$ cat config.mk
export PLATFORM = sky130hd
export DESIGN_NAME = serdes_word_aligner
export DESIGN_NICKNAME = d
export VERILOG_FILES = /design/src/rtl/serdes_word_aligner.sv
export SDC_FILE = /design/constraint.sdc
export NUM_CORES = 1
export LEC_CHECK = 0
export CAP_MARGIN = 10
export CELL_PAD_IN_SITES_DETAIL_PLACEMENT = 0
export CELL_PAD_IN_SITES_GLOBAL_PLACEMENT = 1
export CORE_MARGIN = 2
export CORE_UTILIZATION = 35
export CTS_CLUSTER_DIAMETER = 30
export CTS_CLUSTER_SIZE = 16
export DETAILED_ROUTE_END_ITERATION = 6
export PLACE_DENSITY_LB_ADDON = 0.1
export SYNTH_ARGS = -nofsm -noshare
export SYNTH_HDL_FRONTEND = slang
export SYNTH_SLANG_ARGS = --single-unit
$ cat constraint.sdc
create_clock -name CLOCK_50 -period 2.4 [get_ports CLOCK_50]
set_input_delay 0.6 -clock CLOCK_50 [delete_from_list [all_inputs] [get_ports CLOCK_50]]
set_output_delay 0.6 -clock CLOCK_50 [all_outputs]
set_load 0.01 [all_outputs]
$ cat src/rtl/serdes_word_aligner.sv
// rtl/serdes_word_aligner.sv - 8b/10b symbol aligner locking onto K28.5 commas in a serial bit stream
module serdes_word_aligner #(
  parameter int LOCK_COMMAS = 3
) (
  input  logic       CLOCK_50,
  input  logic       reset,
  input  logic       Sin,
  output logic [9:0] sym,
  output logic       sym_valid,
  output logic       sym_is_comma,
  output logic       locked,
  output logic       realign
);

  localparam logic [9:0] K28_5_RDN     = 10'b0011111010;
  localparam logic [9:0] K28_5_RDP     = 10'b1100000101;
  localparam logic [3:0] LOCK_N        = 4'(LOCK_COMMAS);
  localparam bit         LOCK_ON_FIRST = (LOCK_COMMAS == 1);

  typedef enum logic [1:0] {
    HUNT,
    CHECK,
    LOCKED
  } state_t;

  state_t     state;
  logic [9:0] shreg;
  logic [9:0] shift_next;
  logic [3:0] bitpos;
  logic [3:0] ccnt;
  logic [3:0] ccnt_inc;
  logic       comma;
  logic       boundary;

  // All decisions look at the window including the bit arriving this edge.
  always_comb begin
    shift_next = {shreg[8:0], Sin};
    comma      = (shift_next == K28_5_RDN) || (shift_next == K28_5_RDP);
    boundary   = (bitpos == 4'd9);
    ccnt_inc   = (ccnt < LOCK_N) ? ccnt + 4'd1 : ccnt;
  end

  always_ff @(posedge CLOCK_50 or posedge reset) begin
    if (reset) begin
      state        <= HUNT;
      shreg        <= 10'd0;
      bitpos       <= 4'd0;
      ccnt         <= 4'd0;
      sym          <= 10'd0;
      sym_valid    <= 1'b0;
      sym_is_comma <= 1'b0;
      locked       <= 1'b0;
      realign      <= 1'b0;
    end else begin
      shreg        <= shift_next;
      bitpos       <= boundary ? 4'd0 : bitpos + 4'd1;
      sym_valid    <= 1'b0;
      sym_is_comma <= 1'b0;
      realign      <= 1'b0;
      case (state)
        HUNT: begin
          if (comma) begin
            bitpos       <= 4'd0;
            ccnt         <= 4'd1;
            sym          <= shift_next;
            sym_valid    <= 1'b1;
            sym_is_comma <= 1'b1;
            state        <= LOCK_ON_FIRST ? LOCKED : CHECK;
            locked       <= LOCK_ON_FIRST;
          end
        end
        CHECK, LOCKED: begin
          if (boundary) begin
            sym          <= shift_next;
            sym_valid    <= 1'b1;
            sym_is_comma <= comma;
            if (state == CHECK && comma) begin
              ccnt <= ccnt_inc;
              if (ccnt_inc == LOCK_N) begin
                state  <= LOCKED;
                locked <= 1'b1;
              end
            end
          end else if (comma) begin
            // A comma off the current grid re-anchors the symbol boundary.
            bitpos       <= 4'd0;
            ccnt         <= 4'd1;
            sym          <= shift_next;
            sym_valid    <= 1'b1;
            sym_is_comma <= 1'b1;
            realign      <= 1'b1;
            state        <= LOCK_ON_FIRST ? LOCKED : CHECK;
            locked       <= LOCK_ON_FIRST;
          end
        end
        default: state <= HUNT;
      endcase
    end
  end

endmodule

# Word level (Yosys, flattened, before mapping)
# Index checks and enable logic that the tools add are counted.
[word_totals] input_bits=3 regBits=33 output_inout_bits=14 wordCells=57
[op_classes] n_eq_ne=8 n_addsub=2 n_mux=29 reduce_logical=8 magnitude_cmp=1
[ops] operator="two-way mux 4 bit" n=7
[ops] operator="two-way mux 10 bit" n=2
[ops] operator="case mux 10 bit (2 select lines)" n=1
[ops] operator="case mux 4 bit (2 select lines)" n=2
[ops] operator="== test 10 bit, second input constant" n=1
[ops] operator="== test 10 x 8 -> 1 bit, second input constant" n=1
[ops] operator="two-way mux 1 bit" n=9
[ops] operator="adder 4 x 1 -> 4 bit, second input constant" n=2
[ops] operator="two-way mux 2 bit" n=4
[ops] operator="inequality test 3 bit, second input constant" n=2
[ops] operator="case mux 1 bit (2 select lines)" n=3
[ops] operator="== test 4 x 2 -> 1 bit, second input constant" n=1
[ops] operator="== test 4 bit, second input constant" n=1
[ops] operator="less-than comparator 4 x 2 -> 1 bit, second input constant" n=1
[ops] operator="case mux 2 bit (2 select lines)" n=1
[ops] operator="AND reduction 2 bit" n=2
[ops] operator="AND reduction 3 bit" n=1
[ops] operator="== test 2 x 1 -> 1 bit, second input constant" n=1
[ops] operator="== test 2 bit, second input constant" n=1
[ops] operator="zero test 2 bit" n=1
[ops] operator="nonzero test 2 bit" n=1
[ops] operator="OR reduction 2 bit" n=1
[ops] operator="logical AND 1 bit" n=1
[ops] operator="logical OR 1 bit" n=1

# Logic depth before layout (Yosys ltp)
# Gate-level depths: netlist of the first run.
[depth] depth_word=7 mapped_depth=7

# Worst setup path before layout of the first run
# Ideal clock, no wire load.
[synth_path] kind="reg-to-reg" from="register ccnt[0]" to="register state[1]" t_required_ps=2313 stages_incl_launch_ff=7 setup_time_ps=87 n_path_buf=0 setup_slack_ps=457 period_less_slack_ps=1943 arrival_time_ps=1857 cell_sequence="dfrtp_1 > ha_1 > nor3b_2 > a31oi_1 > or4b_4 > or4_1 > o211ai_1"
[synth_via] elab_chain_cells=5 word_cells_on_any_way=6 cone_classes="1 x add/sub; 1 x order compare; 2 x eq/ne; 1 x mux; 1 x reduce/logical"
[synth_lines] item="from (decl)" line="30" rtl="logic [3:0] ccnt;"
[synth_lines] item="from (signal assigned)" line="78" rtl="ccnt <= ccnt_inc;"
[synth_lines] item="adder 4 x 1 -> 4 bit or less-than comparator 4 x 2 -> 1 bit (tied branches)" line="40" rtl="ccnt_inc = (ccnt < LOCK_N) ? ccnt + 4'd1 : ccnt;"
[synth_lines] item="two-way mux 4 bit *" line="40"
[synth_lines] item="== test 4 x 2 -> 1 bit *" line="79" rtl="if (ccnt_inc == LOCK_N) begin"
[synth_lines] item="inequality test 3 bit (no source line) *"
[synth_lines] item="AND reduction 2 bit (no source line) *"
[synth_lines] item="to (signal assigned)" line="68" rtl="state <= LOCK_ON_FIRST ? LOCKED : CHECK;"
[synth_lines] item="to (signal assigned)" line="92" rtl="state <= LOCK_ON_FIRST ? LOCKED : CHECK;"
[synth_lines] item="to (decl)" line="26" rtl="state_t state;"
# Mark *: on every way between the ends. The rest lies on a longest branch, timed or not.
# A chain may end at the register's enable or synchronous reset.

# Worst setup path in the final report of the first run
[layout_path] from="register ccnt[0]" to="register state[0]"
# Same word-level chain as after synthesis.

==> results of run 1 <==
## kinds of logic (layout without fill, tap and decap cells)
kind of cell             count (synthesis)  in the layout
AO/OA/AOI/OAI                           21             21
buffers and inverters                    7             37
AND/OR/NAND/NOR                         38             38
multiplexers                             8              8
XOR/XNOR                                 2              2
flip-flops                              33             33
adder cells (fa/ha/maj)                  6              6
## worst max-delay path: stages (launching register included)
cell      delay, ps
dfrtp_1         440
ha_1            320
nor3b_2         150
a31oi_1          60
or4b_4          510
o21ai_0         230
o2bb2a_1        250
## layout by cell type, fill, tap and decap left out, types with 4 or more instances in the layout
cell	Yosys	layout
a21oi_1	4	4
buf_4	0	9
clkbuf_8	0	5
clkdlybuf4s50_1	0	16
dfrtp_1	33	33
ha_1	6	6
inv_1	6	6
mux2_2	8	8
nand2_1	5	5
nor2_1	10	10
nor3_1	4	4
o21ai_0	6	6
## metrics by stage
stage          hold slack, ps   util  total power [mW]
2_1_floorplan             375      -             0.880
3_3_place_gp              401  0.431             0.995
3_5_place_dp              397  0.431              1.01
4_1_cts                   419  0.450              1.39
5_1_grt                   438  0.450              1.46
6_report                  424  0.450              1.36
## power breakdown
| group | leakage [nW] | internal, mW | switching (mW) |
|---|---|---|---|
| registers | 0.424 | 0.638 | 0.0626 |
| logic | 0.328 | 0.165 | 0.128 |
| clock network | 0.0399 | 0.190 | 0.177 |
## synthesized netlist by cell type
cell type	number	area share
or4b_4	1	0.0097
nor4_2	2	0.018
nor3_1	4	0.014
or2_2	1	0.0044
mux2_2	8	0.064
inv_1	6	0.016
o21ai_0	6	0.021
a21boi_0	2	0.011
nand2_1	5	0.013
buf_2	1	0.0035
o211ai_1	2	0.011
xnor2_1	1	0.0062
or4_1	1	0.0053
nand3_1	2	0.0071
dfrtp_1	33	0.58
a31oi_1	1	0.0044
nor2_2	1	0.0044
o221ai_1	1	0.0062
and4_1	1	0.0062
nor2_1	10	0.027
ha_1	6	0.053
o21bai_1	1	0.0053
nand3b_1	2	0.011
a21oi_1	4	0.014
nand4_1	2	0.0088
nand4bb_1	1	0.0080
nor4b_1	1	0.0062
or3_1	1	0.0044
o2bb2a_1	1	0.0071
o21ai_2	1	0.0062
nor3b_2	1	0.0088
and4bb_2	1	0.0088
nor2b_1	1	0.0044
a2bb2oi_1	2	0.012
xor2_1	1	0.0062
## registers in the layout, summed over array words and instances, names as in the netlist
name	flops
bitpos	4
ccnt	4
locked	1
realign	1
shreg	9
state	2
sym	10
sym_is_comma	1
sym_valid	1
## area by class of cell
type                    instances  area [um2]  share of cell area
multi-input cells              75         561               0.316
clock inverters                 1        5.00             0.00282
inverters                       6        22.5              0.0127
well taps                      50        62.6              0.0353
clock buffers                   5        68.8              0.0388
flip-flops and latches         33         826               0.466
repair buffers                 25         228               0.128
## layer usage
metal | wire (um) | global-route usage | share of wire
met2 | 1290 | 0.222 | 0.49
met3 | 118 | 0.0533 | 0.045
met1 | 1180 | 0.167 | 0.45
met5 | 0 | 0 | 0
met4 | 51 | 0.0612 | 0.019
## worst paths after layout
path | from | endpoint | slack, ps | cells after the start
max reg2reg | ccnt[0]$_DFFE_PP0P_ | state[0]$_DFFE_PP0P_ | 320 | 6
min reg2reg | shreg[1]$_DFF_PP0_ | shreg[2]$_DFF_PP0_ | 420 | 0
max | ccnt[0]$_DFFE_PP0P_ | state[0]$_DFFE_PP0P_ | 320 | 6
min | shreg[1]$_DFF_PP0_ | shreg[2]$_DFF_PP0_ | 420 | 0
min in group asynchronous | reset | bitpos[1]$_DFF_PP0_ | 720 | 3
max in group asynchronous | reset | sym[2]$_DFFE_PP0N_ | 1390 | 3
==> summary.md, run 1 <==
| Metric | Value |
|---|---|
| Startpoint types | `flop` |
| PwrDens | `approximately 770 nW/um2` |
| Per-cell routed wire length | `13.5 um` |
| FF+latch count, synth | `33` |
| Drt total wl | `2.63 mm` |
| CTS Hold Bufs | `0` |
| Slew Limit Fails | `0` |
| Fmax | `about 480 MHz` |
| Placed cells | `189` |
| # port buffers | `16` |
| IO Count | `17` |
| Post-synthesis mux area share | `0.0637` |
| Worst slack, placed | `39.5 ps` |
| Compound-Gate Fraction of Synth Area | `0.0982` |
| Antenna cells | `0` |
| Clock skew | `5.63 ps` |
| Share of layout cells above drive strength 1 | `0.214` |
| Clock transition at path regs | `60 ps` |
| GP Congestion | `0.726` |
| DR vias | `978` |
| CP Class | `reg2reg` |
| CTS max path bufs | `2` |
| Worst skew pair latency | `roughly 280 ps` |
| Root buf cell | `clkbuf_8` |
| Setup bufs post-CTS | `0` |
| Post-DP Area | `1700 um2` |
| Initial DRC count | `25` |
| Register area share after synthesis | `0.584` |
| DRC viols | `0` |
| Layout Area Growth over Synthesis | `25.4%` |
| Cell area after synthesis | `1410 um2` |
| CP Capture Type | `flop` |
| CTS tree | `done` |
| Final hold violations | `0` |
| Syn_nets | `124` |
| Core ar. | `between 3000 and 4000 um2` |
| Site Rows | `23` |
| TNS Setup | `0 ps` |
| Slew HR | `0.727` |
| Total gr overflow | `0` |
| Fillers | `371` |
| Layout Nets | `155` |
| Initial antenna violation count | `0` |
| Largest family of logic cells by synthesized area | `simple AND/OR/NAND/NOR gates` |
| Synth Area in XOR/XNOR | `0.0124` |
| Total CTS buffers | `5` |
| Part of the cycle the worst path needs | `0.868` |
| Critical path data required time | `2550 ps` |
| Setup slack after layout | `318 ps` |
| Worst Tran Pin Value | `409 ps` |
| HPWL Detailed | `1.97 mm` |
| Synth warn | `0` |
| Post-Syn Instances | `115` |
| CP max FO | `6` |
| Fin cells | `195` |
| Unrepaired setup endpoints after global routing | `no` |
| Worst IR Drop VDD | `around 0.00042 V` |
| Total track usage | `0.139` |
| Post-cts resize count | `0` |
| Die area | `4560 um2` |
| Initial Utilization | `0.359` |
| Clock sink count | `33` |
| Area share of fa/ha/maj cells after synthesis | `0.0531` |
| Vias in the first global route | `985` |
| Lkg Pwr | `0.792 nW` |
| Global-route wire length before repair | `4.53 mm` |
| Pre-antenna DRT Iters | `4` |
| Cell area after layout | `1770 um2` |
| Avg Vias per Cell | `between 5 and 6` |
| Max-cap violations | `0` |
| CP arrival | `2240 ps` |
| Syn Area/Cell | `12.3 um2` |
| Synth unique cells | `35` |
| Horiz. Die Dim | `67.6 um` |
| Depth of the CTS H-tree | `2` |
| Total setup violations reported at the end of the flow | `0` |
| Min cycle time layout | `2080 ps` |
| Final ANT Viol Nets | `0` |
| Die Y-Extent | `67.6 um` |
| Worst Hold Class | `reg2reg` |
| Status | `finished clean` |
| Synth Area in Simple Gates | `0.169` |
| Largest net degree at the start of global routing | `34` |
(Power assumes the default switching activity.)
==> run 2, diff against run 1 <==
==> constraint.sdc (replaced) <==
create_clock -name CLOCK_50 -period 1.7 [get_ports CLOCK_50]
set_input_delay 0.425 -clock CLOCK_50 [delete_from_list [all_inputs] [get_ports CLOCK_50]]
set_output_delay 0.425 -clock CLOCK_50 [all_outputs]
set_load 0.01 [all_outputs]
==> run 2 against run 1 <==
Net effect: the flow now finishes with violations (setup timing); critical path depth did not move; setup slack got worse by 620 ps; sequential cell count did not move; sequential power rose by 39%; power rose by 60%; core utilization rose by 8.6 points; register-to-register slack got worse by 620 ps; clock power rose by 74%; first-iteration DRC count rose by 120%; critical path type unchanged; critical endpoint is now state[1]$_DFFE_PP0P_.
==> summary.md, run 2 (synthesized netlist as in run 1, its figures left out) <==
| Metric | Value |
|---|---|
| Status | `finished with violations` |
| Failing checks | `setup timing` |
| Layout Area Growth over Synthesis | `49.4%` |
| Avg Vias per Cell | `between 4 and 5` |
| Die area | `4560 um2` |
| Antenna cells | `0` |
| Clock transition at path regs | `approximately 70 ps` |
| Drt total wl | `2.93 mm` |
| Fillers | `329` |
| Root buf cell | `clkbuf_8` |
| CTS tree | `done` |
| Final hold violations | `0` |
| Most common cell after layout, fill and taps aside | `buf_4` |
| Post-DP Area | `1880 um2` |
| Layout Nets | `183` |
| Critical path's top delay family | `simple AND/OR/NAND/NOR gates` |
| Worst Tran Pin Value | `423 ps` |
| GRT met2 Usage | `0.230` |
| CP peak stage delay | `500 ps` |
| CP bufs+invs | `0` |
| Total power | `2.18 mW` |
| Min cycle time layout | `2000 ps` |
| Part of the cycle the worst path needs | `1.18` |
| Worst Hold Class | `in2reg` |
| CP Class | `reg2reg` |
| Final ANT Viol Nets | `0` |
| Initial Utilization | `0.359` |
| Multi-input logic area | `653 um2` |
| Largest register FFs | `10` |
| Max-cap violations | `0` |
| CP max FO | `3` |
| Unrepaired setup endpoints after global routing | `yes` |
| Share of layout cells above drive strength 1 | `0.406` |
| Total gr overflow | `0` |
| Critical path data required time | `1890 ps` |
| Per-cell routed wire length | `13.0 um` |
| GP Congestion | `~0.75` |
| Clock skew | `7.36 ps` |
| Fmax | `~500 MHz` |
| Startpoint types | `flop` |
| Total CTS buffers | `5` |
| Depth of the CTS H-tree | `2` |
| Worst skew pair latency | `~280 ps` |
| Busiest grt layer | `met2` |
| CTS max path bufs | `2` |
| Most frequent cells in the layout | `35 x buf_4, 33 x dfrtp_1, 15 x clkdlybuf4s50_1` |
| IO Count | `17` |
| Worst IR Drop VDD | `about 0.00064 V` |
| Met3 usage | `0.0450` |
| Cell area after layout | `between 2000 and 2500 um2` |
| Core ar. | `3940 um2` |
| Register area | `826 um2` |
| Global-route wire length before repair | `~4.9 mm` |
| Slew HR | `0.718` |
| Lkg Pwr | `0.965 nW` |
| Total track usage | `0.145` |
| Met1 global-route usage | `0.185` |
| Initial antenna violation count | `0` |
| Horiz. Die Dim | `about 68 um` |
| DRC viols | `0` |
| CTS Hold Bufs | `0` |
| Largest net degree at the start of global routing | `34` |
| Slew Limit Fails | `0` |
| CP Cell Sequence | `ha_4, nor3b_2, a31oi_1, or4b_4, or4_1, o211ai_1` |
| Clock sink count | `33` |
| Top flop regs | `sym x10, shreg x9` |
| # port buffers | `16` |
| HPWL Detailed | `2.10 mm` |
| Vias in the first global route | `1083` |
| Pre-antenna DRT Iters | `4` |
| DR vias | `1084` |
| Setup slack after layout | `-299 ps` |
| CP Capture Type | `flop` |
| Site Rows | `23` |
| CP arrival | `2190 ps` |
| PwrDens | `between 1000 and 1500 nW/um2` |
| Most flops, register | `sym` |
| Initial DRC count | `54` |
| Total setup violations reported at the end of the flow | `8` |
| Die Y-Extent | `67.6 um` |
| Crit-path slowest cell | `or4b_4` |
run 2: path summary, 6_finish.rpt:
path | from | cells past startpoint | endpoint | slack, ps
max in group asynchronous | reset | 3 | bitpos[3]$_DFF_PP0_ | 860
hold / removal | Sin | 1 | shreg[0]$_DFF_PP0_ | 380
setup / recovery | ccnt[0]$_DFFE_PP0P_ | 6 | state[1]$_DFFE_PP0P_ | -300
setup reg to reg | ccnt[0]$_DFFE_PP0P_ | 6 | state[1]$_DFFE_PP0P_ | -300
min in group asynchronous | reset | 3 | shreg[5]$_DFF_PP0_ | 530
hold reg to reg | shreg[0]$_DFF_PP0_ | 0 | shreg[1]$_DFF_PP0_ | 440
run 2: what timing repair did:
item,in CTS,in global routing
gates resized for setup,17,7
endpoints found under the setup margin,18,19
pin swaps,2,2
setup buffers,2,3
run 2: metrics by stage:
step	hold WS, ps	util	std cells	setup WS, ps	TNS [ps]
2_1_floorplan	375	-	115	-238	-524
3_3_place_gp	417	0.478	212	-494	-8840
3_5_place_dp	425	0.478	212	-525	-9550
4_1_cts	375	0.520	222	-310	-1470
5_1_grt	376	0.536	225	-354	-1660
6_report	383	0.536	225	-299	-754
run 2: metal layers:
layer,share of wire,wire [um]
met4,0.0092,27
met5,0,0
met1,0.46,1350
met2,0.49,1440
met3,0.037,109
run 2: report_power, final:
| group | leakage, nW | internal (mW) | switching (mW) |
|---|---|---|---|
| sequential | 0.424 | 0.900 | 0.0706 |
| combinational | 0.487 | 0.339 | 0.234 |
| clock | 0.0542 | 0.366 | 0.272 |
run 2: layout make-up:
cell class,count,share of cell area
timing repair buffer,53,0.211
clock buffer,7,0.0456
tap,50,0.0296
sequential,33,0.391
inverter,6,0.0107
multi-input combinational,75,0.309
clock inverter,1,0.00237
